## config.mk

```make
export PLATFORM = sky130hd
export DESIGN_NAME = pkt_record_loader_flat
export DESIGN_NICKNAME = d
export VERILOG_FILES = /design/src/rtl/pkt_record_loader_if.sv /design/src/rtl/pkt_record_loader.sv /design/src/flat_wrapper.sv
export SDC_FILE = /design/constraint.sdc
export NUM_CORES = 1
export LEC_CHECK = 0
export ABC_AREA = 1
export CORE_MARGIN = 5
export CORE_UTILIZATION = 55
export CTS_CLUSTER_DIAMETER = 40
export DETAILED_ROUTE_END_ITERATION = 8
export GPL_TIMING_DRIVEN = 1
export PLACE_DENSITY = 0.91
export SYNTH_ARGS = -nofsm -noshare
export SYNTH_HDL_FRONTEND = slang
export SYNTH_SLANG_ARGS = --single-unit
```

## constraint.sdc

```tcl
create_clock -name clk -period 4.2 [get_ports clk]
set_input_delay 0.84 -clock clk [delete_from_list [all_inputs] [get_ports clk]]
set_output_delay 0.84 -clock clk [all_outputs]
set_load 0.01 [all_outputs]
```

## src/rtl/pkt_record_loader_if.sv

```systemverilog
// Word-stream input and committed-record output of pkt_record_loader.
// master drives the stream and the consumer ready; slave is the loader itself.
interface pkt_record_loader_if;
  localparam int unsigned WORD_W  = 64;
  localparam int unsigned ARR_W   = 192;
  localparam int unsigned FIELD_W = 32;

  logic               in_valid;
  logic               in_ready;
  logic [WORD_W-1:0]  in_data;
  logic               in_last;
  logic               out_valid;
  logic               out_ready;
  logic [ARR_W-1:0]   out_a;
  logic [FIELD_W-1:0] out_r;
  logic [FIELD_W-1:0] out_th;

  modport master (
    output in_valid, in_data, in_last, out_ready,
    input  in_ready, out_valid, out_a, out_r, out_th
  );

  modport slave (
    input  in_valid, in_data, in_last, out_ready,
    output in_ready, out_valid, out_a, out_r, out_th
  );
endinterface

```

## src/rtl/pkt_record_loader.sv

```systemverilog
// Stages a 4-word record (a[2], a[1], a[0], {r, th}) and commits it atomically;
// the committed record is held under valid/ready, malformed records pulse err.
module pkt_record_loader (
  input  logic                      clk,
  input  logic                      rst,
  pkt_record_loader_if.slave        bus,
  output logic                      err,
  output logic [7:0]                rec_count
);
  localparam int unsigned WORD_W  = 64;
  localparam int unsigned IDX_W   = 2;
  localparam int unsigned FIELD_W = 32;
  localparam logic [IDX_W-1:0] LAST_IDX = IDX_W'(3);

  typedef enum logic {
    LOAD = 1'b0,
    HOLD = 1'b1
  } state_t;

  state_t            state;
  state_t            state_nxt;
  logic [IDX_W-1:0]  idx;
  logic [IDX_W-1:0]  idx_nxt;
  logic              xfer;
  logic              stage_en;
  logic              commit;
  logic              drop;
  logic              deliver;
  logic [WORD_W-1:0] stage_a2;
  logic [WORD_W-1:0] stage_a1;
  logic [WORD_W-1:0] stage_a0;

  // State register: FSM state plus word index within the record.
  always_ff @(posedge clk) begin
    if (rst) begin
      state <= LOAD;
      idx   <= '0;
    end else begin
      state <= state_nxt;
      idx   <= idx_nxt;
    end
  end

  // Next-state: classify each transfer as stage, commit or drop.
  always_comb begin
    state_nxt = state;
    idx_nxt   = idx;
    xfer      = 1'b0;
    stage_en  = 1'b0;
    commit    = 1'b0;
    drop      = 1'b0;
    deliver   = 1'b0;
    case (state)
      LOAD: begin
        xfer = bus.in_valid;
        if (xfer) begin
          if (idx == LAST_IDX) begin
            idx_nxt = '0;
            if (bus.in_last) begin
              commit    = 1'b1;
              state_nxt = HOLD;
            end else begin
              drop = 1'b1;
            end
          end else if (bus.in_last) begin
            drop    = 1'b1;
            idx_nxt = '0;
          end else begin
            stage_en = 1'b1;
            idx_nxt  = idx + IDX_W'(1);
          end
        end
      end
      HOLD: begin
        if (bus.out_ready) begin
          deliver   = 1'b1;
          state_nxt = LOAD;
        end
      end
      default: state_nxt = LOAD;
    endcase
  end

  // Output decode: handshake flags are pure functions of the registered state.
  always_comb begin
    bus.in_ready  = 1'b0;
    bus.out_valid = 1'b0;
    bus.in_ready  = (state == LOAD);
    bus.out_valid = (state == HOLD);
  end

  // Datapath: staging, committed record, error pulse and delivery counter.
  always_ff @(posedge clk) begin
    if (rst) begin
      stage_a2   <= '0;
      stage_a1   <= '0;
      stage_a0   <= '0;
      bus.out_a  <= '0;
      bus.out_r  <= '0;
      bus.out_th <= '0;
      err        <= 1'b0;
      rec_count  <= '0;
    end else begin
      err <= drop;
      if (stage_en) begin
        case (idx)
          IDX_W'(0): stage_a2 <= bus.in_data;
          IDX_W'(1): stage_a1 <= bus.in_data;
          IDX_W'(2): stage_a0 <= bus.in_data;
          default:   ;
        endcase
      end
      // The final word bypasses staging so the whole record lands in one edge.
      if (commit) begin
        bus.out_a  <= {stage_a2, stage_a1, stage_a0};
        bus.out_r  <= bus.in_data[WORD_W-1:FIELD_W];
        bus.out_th <= bus.in_data[FIELD_W-1:0];
      end
      if (deliver) begin
        rec_count <= rec_count + 8'(1);
      end
    end
  end
endmodule

```

## src/flat_wrapper.sv

```systemverilog
// flat-port wrapper written by rule: the top's interface ports become plain ports
module pkt_record_loader_flat 
  (clk, rst, err, rec_count, bus_in_valid, bus_in_data, bus_in_last, bus_out_ready, bus_in_ready, bus_out_valid, bus_out_a, bus_out_r, bus_out_th);
  pkt_record_loader_if bus_i ();
  input  logic clk;
  input  logic rst;
  output logic err;
  output logic [7:0] rec_count;
  input wire logic [$bits(bus_i.in_valid)-1:0] bus_in_valid;
  input wire logic [$bits(bus_i.in_data)-1:0] bus_in_data;
  input wire logic [$bits(bus_i.in_last)-1:0] bus_in_last;
  input wire logic [$bits(bus_i.out_ready)-1:0] bus_out_ready;
  output wire logic [$bits(bus_i.in_ready)-1:0] bus_in_ready;
  output wire logic [$bits(bus_i.out_valid)-1:0] bus_out_valid;
  output wire logic [$bits(bus_i.out_a)-1:0] bus_out_a;
  output wire logic [$bits(bus_i.out_r)-1:0] bus_out_r;
  output wire logic [$bits(bus_i.out_th)-1:0] bus_out_th;
  assign bus_i.in_valid = bus_in_valid;
  assign bus_i.in_data = bus_in_data;
  assign bus_i.in_last = bus_in_last;
  assign bus_i.out_ready = bus_out_ready;
  assign bus_in_ready = bus_i.in_ready;
  assign bus_out_valid = bus_i.out_valid;
  assign bus_out_a = bus_i.out_a;
  assign bus_out_r = bus_i.out_r;
  assign bus_out_th = bus_i.out_th;
  pkt_record_loader u_core (.clk(clk), .rst(rst), .bus(bus_i), .err(err), .rec_count(rec_count));
endmodule
```

=== Word-level counts from Yosys, hierarchy flattened ===
Index checks and enable logic that the tools add are counted.

* Input bits: 69
* Logic and storage cells: 38
* Bits in registers: 460
* Output and inout port bits: 267

* Bitwise operators: 2
* Add/subtract/negate cells: 2
* Reduce and logical (&&, ||, !) cells: 6
* Equal/unequal tests: 3
* Mux-type cells: 15

{| class="wikitable"
|+ Operator list
! operator !! number
|-
| two-way mux 1 bit || 12
|-
| adder 8 x 1 -> 8 bit (second input constant) || 1
|-
| AND reduction 2 bit || 4
|-
| == test 2 bit (second input constant) || 2
|-
| two-way mux 2 bit || 2
|-
| OR reduction 3 bit || 1
|-
| adder 2 x 1 -> 2 bit (second input constant) || 1
|-
| == test 2 x 1 -> 1 bit (second input constant) || 1
|-
| logical NOT 2 bit || 1
|-
| NOT 1 bit || 2
|-
| one-hot mux 1 bit (2 select lines) || 1
|}

=== Longest topological paths before layout ===
Gate-level depths: netlist of run 1.

* Word-level depth: 5
* Gate-level depth with buffers: 9
* Depth with buffers taken out: 8

=== Worst setup path before layout of run 1 ===
No wires, ideal clock.

* Path kind: input port to flip-flop
* From: in bus_in_last
* To: reg u_core.stage_a1[38]
* Slack: 2.333 ns
* Data required time: 4.130 ns
* Arrival: 1.796 ns
* Path buffers: 2
* Library setup time: 0.070 ns
* Cell stages on the path: 8
* Cells stage by stage: inv_1 ha_1 nand2_1 nor2_4 buf_6 buf_2 nand3_1 a21oi_1

* Word-level cells in the longest chain between the ends: 5

{| class="wikitable"
|+ Ends and longest elaborated chain
! what !! line !! text
|-
| start, declared || flat_wrapper.sv:11 || <nowiki>input wire logic [$bits(bus_i.in_last)-1:0] bus_in_last;</nowiki>
|-
| two-way mux 1 bit || pkt_record_loader.sv:65 || <nowiki>end else if (bus.in_last) begin</nowiki>
|-
| two-way mux 1 bit || pkt_record_loader.sv:57 || <nowiki>if (idx == LAST_IDX) begin</nowiki>
|-
| two-way mux 1 bit || pkt_record_loader.sv:56 || <nowiki>if (xfer) begin</nowiki>
|-
| two-way mux 1 bit || pkt_record_loader.sv:53 || <nowiki>case (state)</nowiki>
|-
| AND reduction 2 bit (no source line) || -- ||
|-
| end signal, assigned || pkt_record_loader.sv:108 || <nowiki>IDX_W'(1): stage_a1 <= bus.in_data;</nowiki>
|-
| end, declared || pkt_record_loader.sv:30 || <nowiki>logic [WORD_W-1:0] stage_a1;</nowiki>
|}

No other way between the ends.
A chain may end at the register's enable or synchronous reset.

=== Worst setup path after layout of run 1 ===
* From: reg u_core.idx[0]
* To: reg u_core.stage_a0[13]

* Word-level cells in the longest chain between the ends: 5
* Elaborated cells on any way between the ends: 6

{| class="wikitable"
|+ Ends and longest elaborated chain
! what !! line !! text
|-
| start, declared || pkt_record_loader.sv:22 || <nowiki>logic [IDX_W-1:0] idx;</nowiki>
|-
| start signal, assigned || pkt_record_loader.sv:40 || <nowiki>idx <= idx_nxt;</nowiki>
|-
| == test 2 bit || pkt_record_loader.sv:57 ||
|-
| two-way mux 1 bit || pkt_record_loader.sv:57 ||
|-
| two-way mux 1 bit || pkt_record_loader.sv:56 ||
|-
| two-way mux 1 bit || pkt_record_loader.sv:53 ||
|-
| AND reduction 2 bit (no source line) * || -- ||
|-
| end signal, assigned || pkt_record_loader.sv:109 || <nowiki>IDX_W'(2): stage_a0 <= bus.in_data;</nowiki>
|-
| end, declared || pkt_record_loader.sv:31 || <nowiki>logic [WORD_W-1:0] stage_a0;</nowiki>
|}

Every way passes the cells marked *; elsewhere a longest branch is shown, timed or not.

==> parameters.txt, run 1 <==
Parameter                              Value

Status
  Outcome    finished clean

Drt
  Remaining routing DRC violations    0
  Vias per cell    5.74
  Drt first-iter violations    1,724
  Final wirelength    50,100 um
  DR pass1 iterations    5
  Total via count in the routed design    roughly 16,000
  Routed length per instance    about 18 um
  Routed Antenna Nets    0

Setup path
  Arrival time at the worst endpoint    3060 ps
  Cell family contributing the most delay on the critical path    simple AND/OR/NAND/NOR gates
  Buffering stage count on the worst path with inverters included    2
  List of cells traversed by the critical path    inv_1 -> ha_2 -> nand2_2 -> buf_12 -> nand2_1 -> a21oi_1
  Delay of the slowest cell on the worst path    around 750 ps
  Required time of the critical path    4600 ps
  Path depth of the worst reg2reg path    6
  Worst R2R Start    u_core.idx[0]
  Type of the setup path with the least slack    flip-flop to flip-flop
  Critical path fanouts, max    35
  Type of element launching the critical path    flip-flop
  Worst-case register-to-register setup slack    1540 ps
  Kind of end point of the critical path    flip-flop
  Worst reg2reg path endpoint    u_core.stage_a0[13]
  Critical Path Slowest Stage Cell    sky130_fd_sc_hd__ha_2

GRT
  Congestion Overflow GR    0
  Wire length of the first global-routing pass    79,600 um
  Global Route Usage Sum    0.287
  Largest net degree at the start of global routing    roughly 260
  Vias in the first global route    15,200
  Initial antenna violation count    0

CTS
  Total number of clock tree sinks    460
  H-tree level count    2
  Number of buffers inserted during clock tree synthesis    48
  CTS tree    done
  CTS resizes    0
  Buffer count from post-CTS setup fixing    0
  Number of buffers inserted for hold repair after clock tree synthesis    0
  Cell chosen for the clock root    sky130_fd_sc_hd__clkbuf_16
  Skew-Pair Late Insertion Delay    around 550 ps
  Clock buffer depth    3
  Clock-pin slew on the worst setup and hold paths    70 ps

Synthesis
  Flop and latch count out of synthesis    460
  Syn nets    2,131
  Gate count of the mapped netlist    2,055
  Yosys Warn Count    0
  Sequential element share of the synthesized area    0.566
  Distinct cell type count after synthesis    19
  Post-synthesis area per instance    between 7 and 8 um^2
  Post-Synthesis Cell Area    0.0163 mm^2

Placed design
  Instance area at placement    0.0196 mm^2
  DP HPWL    roughly 30,000 um
  Final weighted congestion in routability-driven placement    roughly 0.84
  Port bufs    335

Die
  Number of placement rows    63
  Die span in y    roughly 180 um
  Die ar.    0.0331 mm^2
  Starting density of the core    0.554
  Floorplan core area    0.0294 mm^2
  IO Pins    336
  Width of the die    182 um

Hold path
  WHS Endpoint    u_core.stage_a1[55]
  Instance count along the most critical hold path    2
  Hold path startpoint    u_core.stage_a1[55]
  Class of the tightest hold or removal check    flip-flop to flip-flop

Final layout
  Final #Nets    2,367
  Fraction of final layout cells with drive strength greater than 1    0.0485
  Area growth from synthesis to layout    30.9%
  Commonest cells after routing, fill and taps aside    sky130_fd_sc_hd__nor2_1, sky130_fd_sc_hd__dfxtp_1, sky130_fd_sc_hd__clkdlybuf4s50_1, sky130_fd_sc_hd__o21ai_0, sky130_fd_sc_hd__nand2_1
  Final Cell Area    0.0213 mm^2
  Commonest non-fill, non-tap cell in the layout    sky130_fd_sc_hd__nor2_1

Timing
  Relative max-transition margin    0.267
  Slew Limit Fails    0
  Setup repair after global routing missed its margin    no
  Final hold violation count    0
  Portion of the clock cycle consumed by the worst path in the final layout    0.632
  Fmax    376 MHz
  Actual slew at the worst max-slew pin    1100 ps
  Setup Viol. Count Final    0
  Clock tree skew after final layout    13.9 ps
  Total negative setup slack    0 ps
  Post-layout min period    2660 ps

Pwr
  P_leak    8.64 nW
  Clock group share of total power    0.485
  Combinational share of power    0.043
  Worst vdd ir    ~0.00038 V
  Int Power    7.30 mW
  Net switching power    between 2 and 2.5 mW
  Switching power share of the total    0.224
  PwrDens    between 400 and 500 mW/mm^2
  Reg power frac    0.473

Run
  Total of max-cap violations    0
layout make-up:
class                   count  area, um^2
diodes                      1        2.50
clock buffers              64        1360
clock inverters            26         364
fillers                  1981        8090
inverters                  18        80.1
multi-input cells        1410        6220
flip-flops and latches    460        9210
well taps                 390         488
repair buffers            353        3590
per-stage QoR:
stage	power (mW)	instances	hold slack (ps)	util	worst slack, ps
after floorplan	4.75	2055	440	-	2330
after global placement	4.92	2631	448	0.666	1220
after detailed placement	4.93	2631	452	0.666	1130
after CTS	9.42	2721	462	0.725	1550
after global routing	9.66	2721	473	0.725	1420
final	9.40	2722	462	0.725	1540
power groups by stage:
stage	registers [mW]	logic, mW	clock network, mW
detailed placement	4.54	0.389	0
CTS	4.44	0.392	4.58
floorplan	4.54	0.209	0
finish	4.44	0.400	4.56
global route	4.45	0.427	4.78
global placement	4.54	0.380	0
worst min-delay path, cell delays in order, from the launching register on:
cell	delay, ps
sky130_fd_sc_hd__dfxtp_1	310
sky130_fd_sc_hd__nand2_1	60
sky130_fd_sc_hd__a21oi_1	50
cells by family after synthesis:
logic type               synth area share
AND/OR/NAND/NOR                     0.235
flip-flops                          0.566
AO/OA/AOI/OAI                       0.141
buffers and inverters              0.0527
adder cells (fa/ha/maj)           0.00538
registers in the layout, summed over array words and instances (netlist names):
| register | flops |
|---|---|
| u_core.bus.out_a | 192 |
| u_core.rec_count | 8 |
| u_core.stage_a0 | 64 |
| u_core.stage_a2 | 64 |
| u_core.bus.out_th | 32 |
| u_core.bus.out_valid | 1 |
| u_core.stage_a1 | 64 |
| u_core.idx | 2 |
| u_core.err | 1 |
| u_core.bus.out_r | 32 |
synth_stat cells (all sizes together):
master / count / area share
a21oi: 199 / 0.061
buf: 87 / 0.030
clkbuf: 80 / 0.018
dfxtp: 460 / 0.57
ha: 7 / 0.0054
inv: 18 / 0.0042
nand2: 215 / 0.050
nand3: 199 / 0.061
nand4: 2 / 0.00077
nor2: 529 / 0.12
o21a: 1 / 0.00046
o21ai: 258 / 0.079
worst max-delay path by stage:
stage | from | endpoint | slack [ps] | cells after the start
6_report | u_core.idx[0] | u_core.stage_a0[13] | 1540 | 6
5_1_grt | u_core.idx[0] | u_core.stage_a0[13] | 1420 | 6
3_3_place_gp | bus_in_last | u_core.stage_a0[22] | 1220 | 9
2_1_floorplan | bus_in_last | u_core.stage_a1[38] | 2330 | 8
4_1_cts | u_core.idx[0] | u_core.stage_a0[13] | 1550 | 6
3_5_place_dp | bus_in_last | u_core.stage_a1[50] | 1130 | 8
metal layers:
metal,part of all wire,GRT usage,up-vias
li1,-,-,7216
met5,0,0,-
met4,0.056,0.151,0
met1,0.38,0.347,7407
met2,0.48,0.479,818
met3,0.085,0.0649,173
(Power assumes the default switching activity.)
==> run 2: changes to the inputs <==
Settings changed: CORE_UTILIZATION 55 to 46, PLACE_DENSITY 0.91 to 0.82.
Clock period 4.2 ns to 2.3 ns, I/O delays scaled along.
==> parameters.txt, run 2 (synthesis results as in run 1) <==
Parameter                              Value

Final layout
  Flip-flop count of the largest register, all copies and words added    192 (unchanged)
  Final #Nets    2,394 (was 2,367)
  Area growth from synthesis to layout    33.8% (was 30.9%)
  Area occupied by multi-input gates    0.00622 mm^2 (unchanged)
  Fraction of final layout cells with drive strength greater than 1    0.0565 (was 0.0485)
  Final cell utilization of the core    0.627 (was 0.725)
  Commonest non-fill, non-tap cell in the layout    sky130_fd_sc_hd__nor2_1 (unchanged)
  Register area    0.00921 mm^2 (about the same)
  Register with the most flip-flops    u_core.bus.out_a (unchanged)
  Commonest cells after routing, fill and taps aside    sky130_fd_sc_hd__nor2_1, sky130_fd_sc_hd__dfxtp_1, sky130_fd_sc_hd__clkdlybuf4s50_1, sky130_fd_sc_hd__o21ai_0, sky130_fd_sc_hd__nand2_1 (unchanged)
  Filler cell count in the final layout    2,804 (was 1,981)

CTS
  Clock-pin slew on the worst setup and hold paths    60 ps (was 70 ps)
  Cell chosen for the clock root    sky130_fd_sc_hd__clkbuf_16 (unchanged)
  CTS resizes    0 (unchanged)
  CTS tree    done (unchanged)
  Number of buffers inserted during clock tree synthesis    50 (was 48)
  Buffer count from post-CTS setup fixing    0 (unchanged)
  Clock buffer depth    3 (unchanged)
  Skew-Pair Late Insertion Delay    560 ps (was 550 ps)
  H-tree level count    2 (unchanged)
  Total number of clock tree sinks    460 (unchanged)
  Number of buffers inserted for hold repair after clock tree synthesis    0 (unchanged)

Setup path
  Required time of the critical path    1840 ps (was 4600 ps)
  Critical path fanouts, max    7 (was 35)
  Worst-case register-to-register setup slack    370 ps (was 1540 ps)
  Type of the setup path with the least slack    flip-flop to output pin (was flip-flop to flip-flop)
  Kind of end point of the critical path    output pin (was flip-flop)
  Type of element launching the critical path    flip-flop (unchanged)
  Arrival time at the worst endpoint    1640 ps (was 3060 ps)

Timing
  Clock tree skew after final layout    7.06 ps (was 13.9 ps)
  Actual slew at the worst max-slew pin    542 ps (was 1100 ps)
  Total negative setup slack    0 ps (unchanged)
  Fmax    476 MHz
  Post-layout min period    2100 ps
  Worst Setup Slack, final    197 ps (was 1540 ps)
  Final worst hold slack    249 ps (was 462 ps)
  Slew Limit Fails    0 (unchanged)
  Relative max-transition margin    0.639 (was 0.267)
  Setup repair after global routing missed its margin    no (unchanged)
  Setup Viol. Count Final    0 (unchanged)
  Final hold violation count    0 (unchanged)
  Portion of the clock cycle consumed by the worst path in the final layout    0.914

Placed design
  Worst slack after detailed placement    18.0 ps (was 1130 ps)
  Port bufs    335 (unchanged)
  DP HPWL    31,200 um (was 29,200 um)
  Final weighted congestion in routability-driven placement    0.812 (was 0.841)

Drt
  Vias per cell    5.39 (was 5.74)
  Drt first-iter violations    1,328 (was 1,724)
  Routed Antenna Nets    0 (unchanged)
  Routed length per instance    17.7 um (was 18.4 um)
  Remaining routing DRC violations    0 (unchanged)
  Final wirelength    49,800 um (was 50,100 um)
  Total via count in the routed design    15,100 (was 15,600)
  DR pass1 iterations    5 (unchanged)

GRT
  Largest net degree at the start of global routing    91 (was 258)
  Wire length of the first global-routing pass    78,800 um (was 79,600 um)
  GR peak layer    met2 (unchanged)
  Global Route Usage Sum    0.243 (was 0.287)
  Initial antenna violation count    1 (was 0)
  Global Route met2 Usage    0.409 (was 0.479)
  Vias in the first global route    14,900 (was 15,200)
  Met1 Use GR    0.307 (was 0.347)
  Congestion Overflow GR    0 (unchanged)
  Global Route met3 Usage    0.0533 (was 0.0649)

Die
  Floorplan core area    0.0347 mm^2 (was 0.0294 mm^2)
  Width of the die    198 um (was 182 um)
  Die ar.    0.0392 mm^2 (was 0.0331 mm^2)
  Die span in y    198 um (was 182 um)
  IO Pins    336 (unchanged)
  Number of placement rows    68 (was 63)
  Starting density of the core    0.469 (was 0.554)

Pwr
  Reg power frac    0.469 (was 0.473)
  P_leak    8.82 nW (was 8.64 nW)
  Worst vdd ir    0.000526 V (was 0.000375 V)
  Net switching power    3.78 mW (was 2.11 mW)
  Clock group share of total power    0.486 (was 0.485)
  Switching power share of the total    0.218 (was 0.224)
  Design Power    17.3 mW (was 9.40 mW)
  Int Power    13.5 mW (was 7.30 mW)
  Combinational share of power    0.045 (was 0.043)
  PwrDens    794 mW/mm^2 (was 441 mW/mm^2)

Status
  Outcome    finished clean (unchanged)

Run
  Total of max-cap violations    0 (unchanged)

Hold path
  Class of the tightest hold or removal check    primary input to flip-flop (was flip-flop to flip-flop)
[run 2: cell types whose count changed in the layout (fill, tap and decap cells not counted), sizes merged]
cell and delta:
buf +25, bufinv +2, clkinv -1, clkinvlp +1, inv -5, clkbuf +1
[run 2: through the flow]
stage | instances | instance area (um^2)
after floorplan | 2055 | 16300
after global placement | 2721 | 20100
after detailed placement | 2721 | 20100
after CTS | 2809 | 21800
after global routing | 2810 | 21800
final | 2810 | 21800
[run 2: final cells by class]
class                           count  share of cell area
Antenna cell                        1            0.000115
Clock buffer                       65              0.0624
Clock inverter                     23              0.0167
Inverter                           18             0.00368
Multi-Input combinational cell   1410               0.285
Sequential cell                   460               0.423
Tap cell                          455              0.0261
Timing Repair Buffer              378               0.183
[run 2: worst paths after layout]
check,startpoint,end,cells past startpoint
worst max-delay path,u_core.bus.out_valid,bus_in_ready,2
worst min-delay path,rst,u_core.stage_a2[58],2
worst max register to register,u_core.idx[1],u_core.stage_a0[48],8
worst min register to register,u_core.stage_a1[62],u_core.stage_a1[62],2
[run 2: worst max-delay path, stage by stage, from the launching register on]
cell and delay, ps:
sky130_fd_sc_hd__dfxtp_2 380, sky130_fd_sc_hd__inv_1 130, sky130_fd_sc_hd__clkdlybuf4s50_1 570
[run 2: routing by layer]
layer	wire length, um	part of all wire
met4	1600	0.032
met2	24300	0.49
met1	20100	0.40
met5	0	0
met3	3790	0.076
[run 2: power by group through the flow]
stage / combinational [mW] / sequential [mW] / clock, mW
global placement: 0.748 / 8.29 / 0
floorplan: 0.382 / 8.28 / 0
CTS: 0.769 / 8.12 / 8.50
finish: 0.773 / 8.12 / 8.41
global route: 0.832 / 8.12 / 8.88
detailed placement: 0.764 / 8.29 / 0
==> run 3: changes to the inputs <==
Settings changed: CORE_UTILIZATION 46 to 56, DONT_BUFFER_PORTS set to 1, PLACE_DENSITY 0.82 to 0.8.
==> parameters.txt, run 3 (synthesis results as in run 1) <==
Parameter                              Value

Die
  IO Pins    336 (unchanged)
  Width of the die    180 um (was 198 um)
  Starting density of the core    0.567 (was 0.469)
  Number of placement rows    62 (was 68)
  Floorplan core area    0.0287 mm^2 (was 0.0347 mm^2)
  Die ar.    0.0326 mm^2 (was 0.0392 mm^2)
  Die span in y    180 um (was 198 um)

Hold path
  Class of the tightest hold or removal check    primary input to flip-flop (unchanged)

Final layout
  Final #Nets    2,052 (was 2,394)
  Non-filler instance count after layout    2,395 (was 2,810)
  Commonest cells after routing, fill and taps aside    sky130_fd_sc_hd__nor2_1, sky130_fd_sc_hd__dfxtp_1, sky130_fd_sc_hd__o21ai_0, sky130_fd_sc_hd__nand2_1 (was sky130_fd_sc_hd__nor2_1, sky130_fd_sc_hd__dfxtp_1, sky130_fd_sc_hd__clkdlybuf4s50_1, sky130_fd_sc_hd__o21ai_0, sky130_fd_sc_hd__nand2_1)
  Final cell utilization of the core    0.629 (was 0.627)
  Commonest non-fill, non-tap cell in the layout    sky130_fd_sc_hd__nor2_1 (unchanged)
  Area occupied by multi-input gates    0.00622 mm^2 (unchanged)
  Filler cell count in the final layout    2,375 (was 2,804)
  Final Cell Area    0.0181 mm^2 (was 0.0218 mm^2)
  Area growth from synthesis to layout    10.9% (was 33.8%)
  Antenna diode count    0 (was 1)
  Fraction of final layout cells with drive strength greater than 1    0.0587 (was 0.0565)
  Flip-flop count of the largest register, all copies and words added    192 (unchanged)
  Register area    0.00921 mm^2 (about the same)
  Register with the most flip-flops    u_core.bus.out_a (unchanged)

Setup path
  Cell repeated most along the worst path    sky130_fd_sc_hd__ha_1
  Required time of the critical path    2750 ps (was 1840 ps)
  List of cells traversed by the critical path    ha_1 -> inv_1 -> ha_1 -> nand2_1 -> nor2_4 -> buf_12 -> nand3_1 -> a21oi_1 (was inv_1 -> clkdlybuf4s50_1)
  Kind of end point of the critical path    flip-flop (was output pin)
  Arrival time at the worst endpoint    2480 ps (was 1640 ps)
  Cell family contributing the most delay on the critical path    buffers and inverters (unchanged)
  Type of the setup path with the least slack    flip-flop to flip-flop (was flip-flop to output pin)
  Critical path fanouts, max    109 (was 7)
  Type of element launching the critical path    flip-flop (unchanged)
  Delay of the slowest cell on the worst path    420 ps (was 570 ps)
  Critical Path Slowest Stage Cell    sky130_fd_sc_hd__buf_12 (was sky130_fd_sc_hd__clkdlybuf4s50_1)
  Buffering stage count on the worst path with inverters included    2 (unchanged)

Timing
  Final hold violation count    0 (unchanged)
  Relative max-transition margin    0.628 (was 0.639)
  Slew Limit Fails    0 (unchanged)
  Portion of the clock cycle consumed by the worst path in the final layout    0.881 (was 0.914)
  Setup Viol. Count Final    0 (unchanged)
  Setup repair after global routing missed its margin    no (unchanged)
  Worst Setup Slack, final    273 ps (was 197 ps)
  Total negative setup slack    0 ps (unchanged)
  Actual slew at the worst max-slew pin    558 ps (was 542 ps)
  Clock tree skew after final layout    10.9 ps (was 7.06 ps)
  Fmax    493 MHz (was 476 MHz)
  Post-layout min period    2030 ps (was 2100 ps)

GRT
  Congestion Overflow GR    0 (unchanged)
  Vias in the first global route    13,300 (was 14,900)
  Largest net degree at the start of global routing    138 (was 91)
  Global Route Usage Sum    0.264 (was 0.243)
  Wire length of the first global-routing pass    72,900 um (was 78,800 um)
  Initial antenna violation count    0 (was 1)

Drt
  Drt first-iter violations    1,390 (was 1,328)
  Remaining routing DRC violations    0 (unchanged)
  Vias per cell    5.82 (was 5.39)
  Final wirelength    45,600 um (was 49,800 um)
  Routed Antenna Nets    0 (unchanged)
  Total via count in the routed design    13,900 (was 15,100)
  Routed length per instance    19.0 um (was 17.7 um)
  DR pass1 iterations    6 (was 5)

Pwr
  PwrDens    900 mW/mm^2 (was 794 mW/mm^2)
  P_leak    7.50 nW (was 8.82 nW)
  Worst vdd ir    0.000617 V (was 0.000526 V)

Placed design
  Port bufs    0 (was 335)
  Final weighted congestion in routability-driven placement    0.811 (was 0.812)
  DP HPWL    26,600 um (was 31,200 um)
  Dpl cells    2,302 (was 2,721)
  Instance area at placement    0.0164 mm^2 (was 0.0201 mm^2)
  Worst slack after detailed placement    332 ps (was 18.0 ps)

CTS
  Number of buffers inserted during clock tree synthesis    48 (was 50)
  CTS tree    done (unchanged)
  CTS resizes    0 (unchanged)
  Cell chosen for the clock root    sky130_fd_sc_hd__clkbuf_16 (unchanged)
  H-tree level count    2 (unchanged)
  Clock-pin slew on the worst setup and hold paths    60 ps (about the same)
  Clock buffer depth    3 (unchanged)
  Skew-Pair Late Insertion Delay    540 ps (was 560 ps)
  Total number of clock tree sinks    460 (unchanged)

Status
  Outcome    finished clean (unchanged)

Run
  Total of max-cap violations    0 (unchanged)
run 3: changes by cell type in the layout (fill, tap and decap cells not counted), moves of 2 or more:
cell	previous run	this run
sky130_fd_sc_hd__bufinv_16	9	3
sky130_fd_sc_hd__buf_12	24	16
sky130_fd_sc_hd__clkbuf_8	3	5
sky130_fd_sc_hd__clkinv_4	1	3
sky130_fd_sc_hd__dlygate4sd3_1	0	7
sky130_fd_sc_hd__clkbuf_1	11	9
sky130_fd_sc_hd__clkbuf_16	51	49
sky130_fd_sc_hd__clkdlybuf4s50_1	334	0
sky130_fd_sc_hd__buf_4	19	15
run 3: per-layer routing:
| metal | GRT usage | up-vias | share of wire |
|---|---|---|---|
| met5 | 0 | - | 0 |
| met4 | 0.103 | 0 | 0.037 |
| met3 | 0.0781 | 112 | 0.11 |
| met2 | 0.421 | 715 | 0.47 |
| met1 | 0.341 | 6540 | 0.39 |
| li1 | - | 6572 | - |
run 3: worst paths after layout:
| kind | from | to | slack, ps | depth (start not counted) |
|---|---|---|---|---|
| worst max-delay path | u_core.idx[0] | u_core.stage_a0[22] | 270 | 8 |
| worst min-delay path | rst | u_core.stage_a1[61] | 6 | 1 |
| worst max register to register | u_core.idx[0] | u_core.stage_a0[22] | 270 | 8 |
| worst min register to register | u_core.stage_a1[63] | u_core.stage_a1[63] | 460 | 2 |
run 3: cell type report:
cell class	count	area share
multi-input cells	1410	0.344
clock buffers	63	0.0736
clock inverters	22	0.0131
well taps	384	0.0266
flip-flops and latches	460	0.510
inverters	18	0.00444
repair buffers	38	0.0279
run 3: repair_timing:
item	CTS	global route
buffers inserted	0	0
endpoints found under the setup margin	0	0
hold buffers	7	1
hold endpoints to repair	34	2
run 3: report_power, final:
group	total [mW]	switching [mW]	internal [mW]
clock	7.62	3.17	4.44
combinational	0.502	0.357	0.145
sequential	8.13	0.0616	8.06
total	16.2	3.59	12.7
run 3: per-stage QoR:
stage | power [mW] | hold slack (ps)
finish | 16.2 | 5.82
global route | 16.8 | 8.32
detailed placement | 8.75 | 447
global placement | 8.74 | 443
CTS | 16.3 | 0.434
floorplan | 8.67 | 440
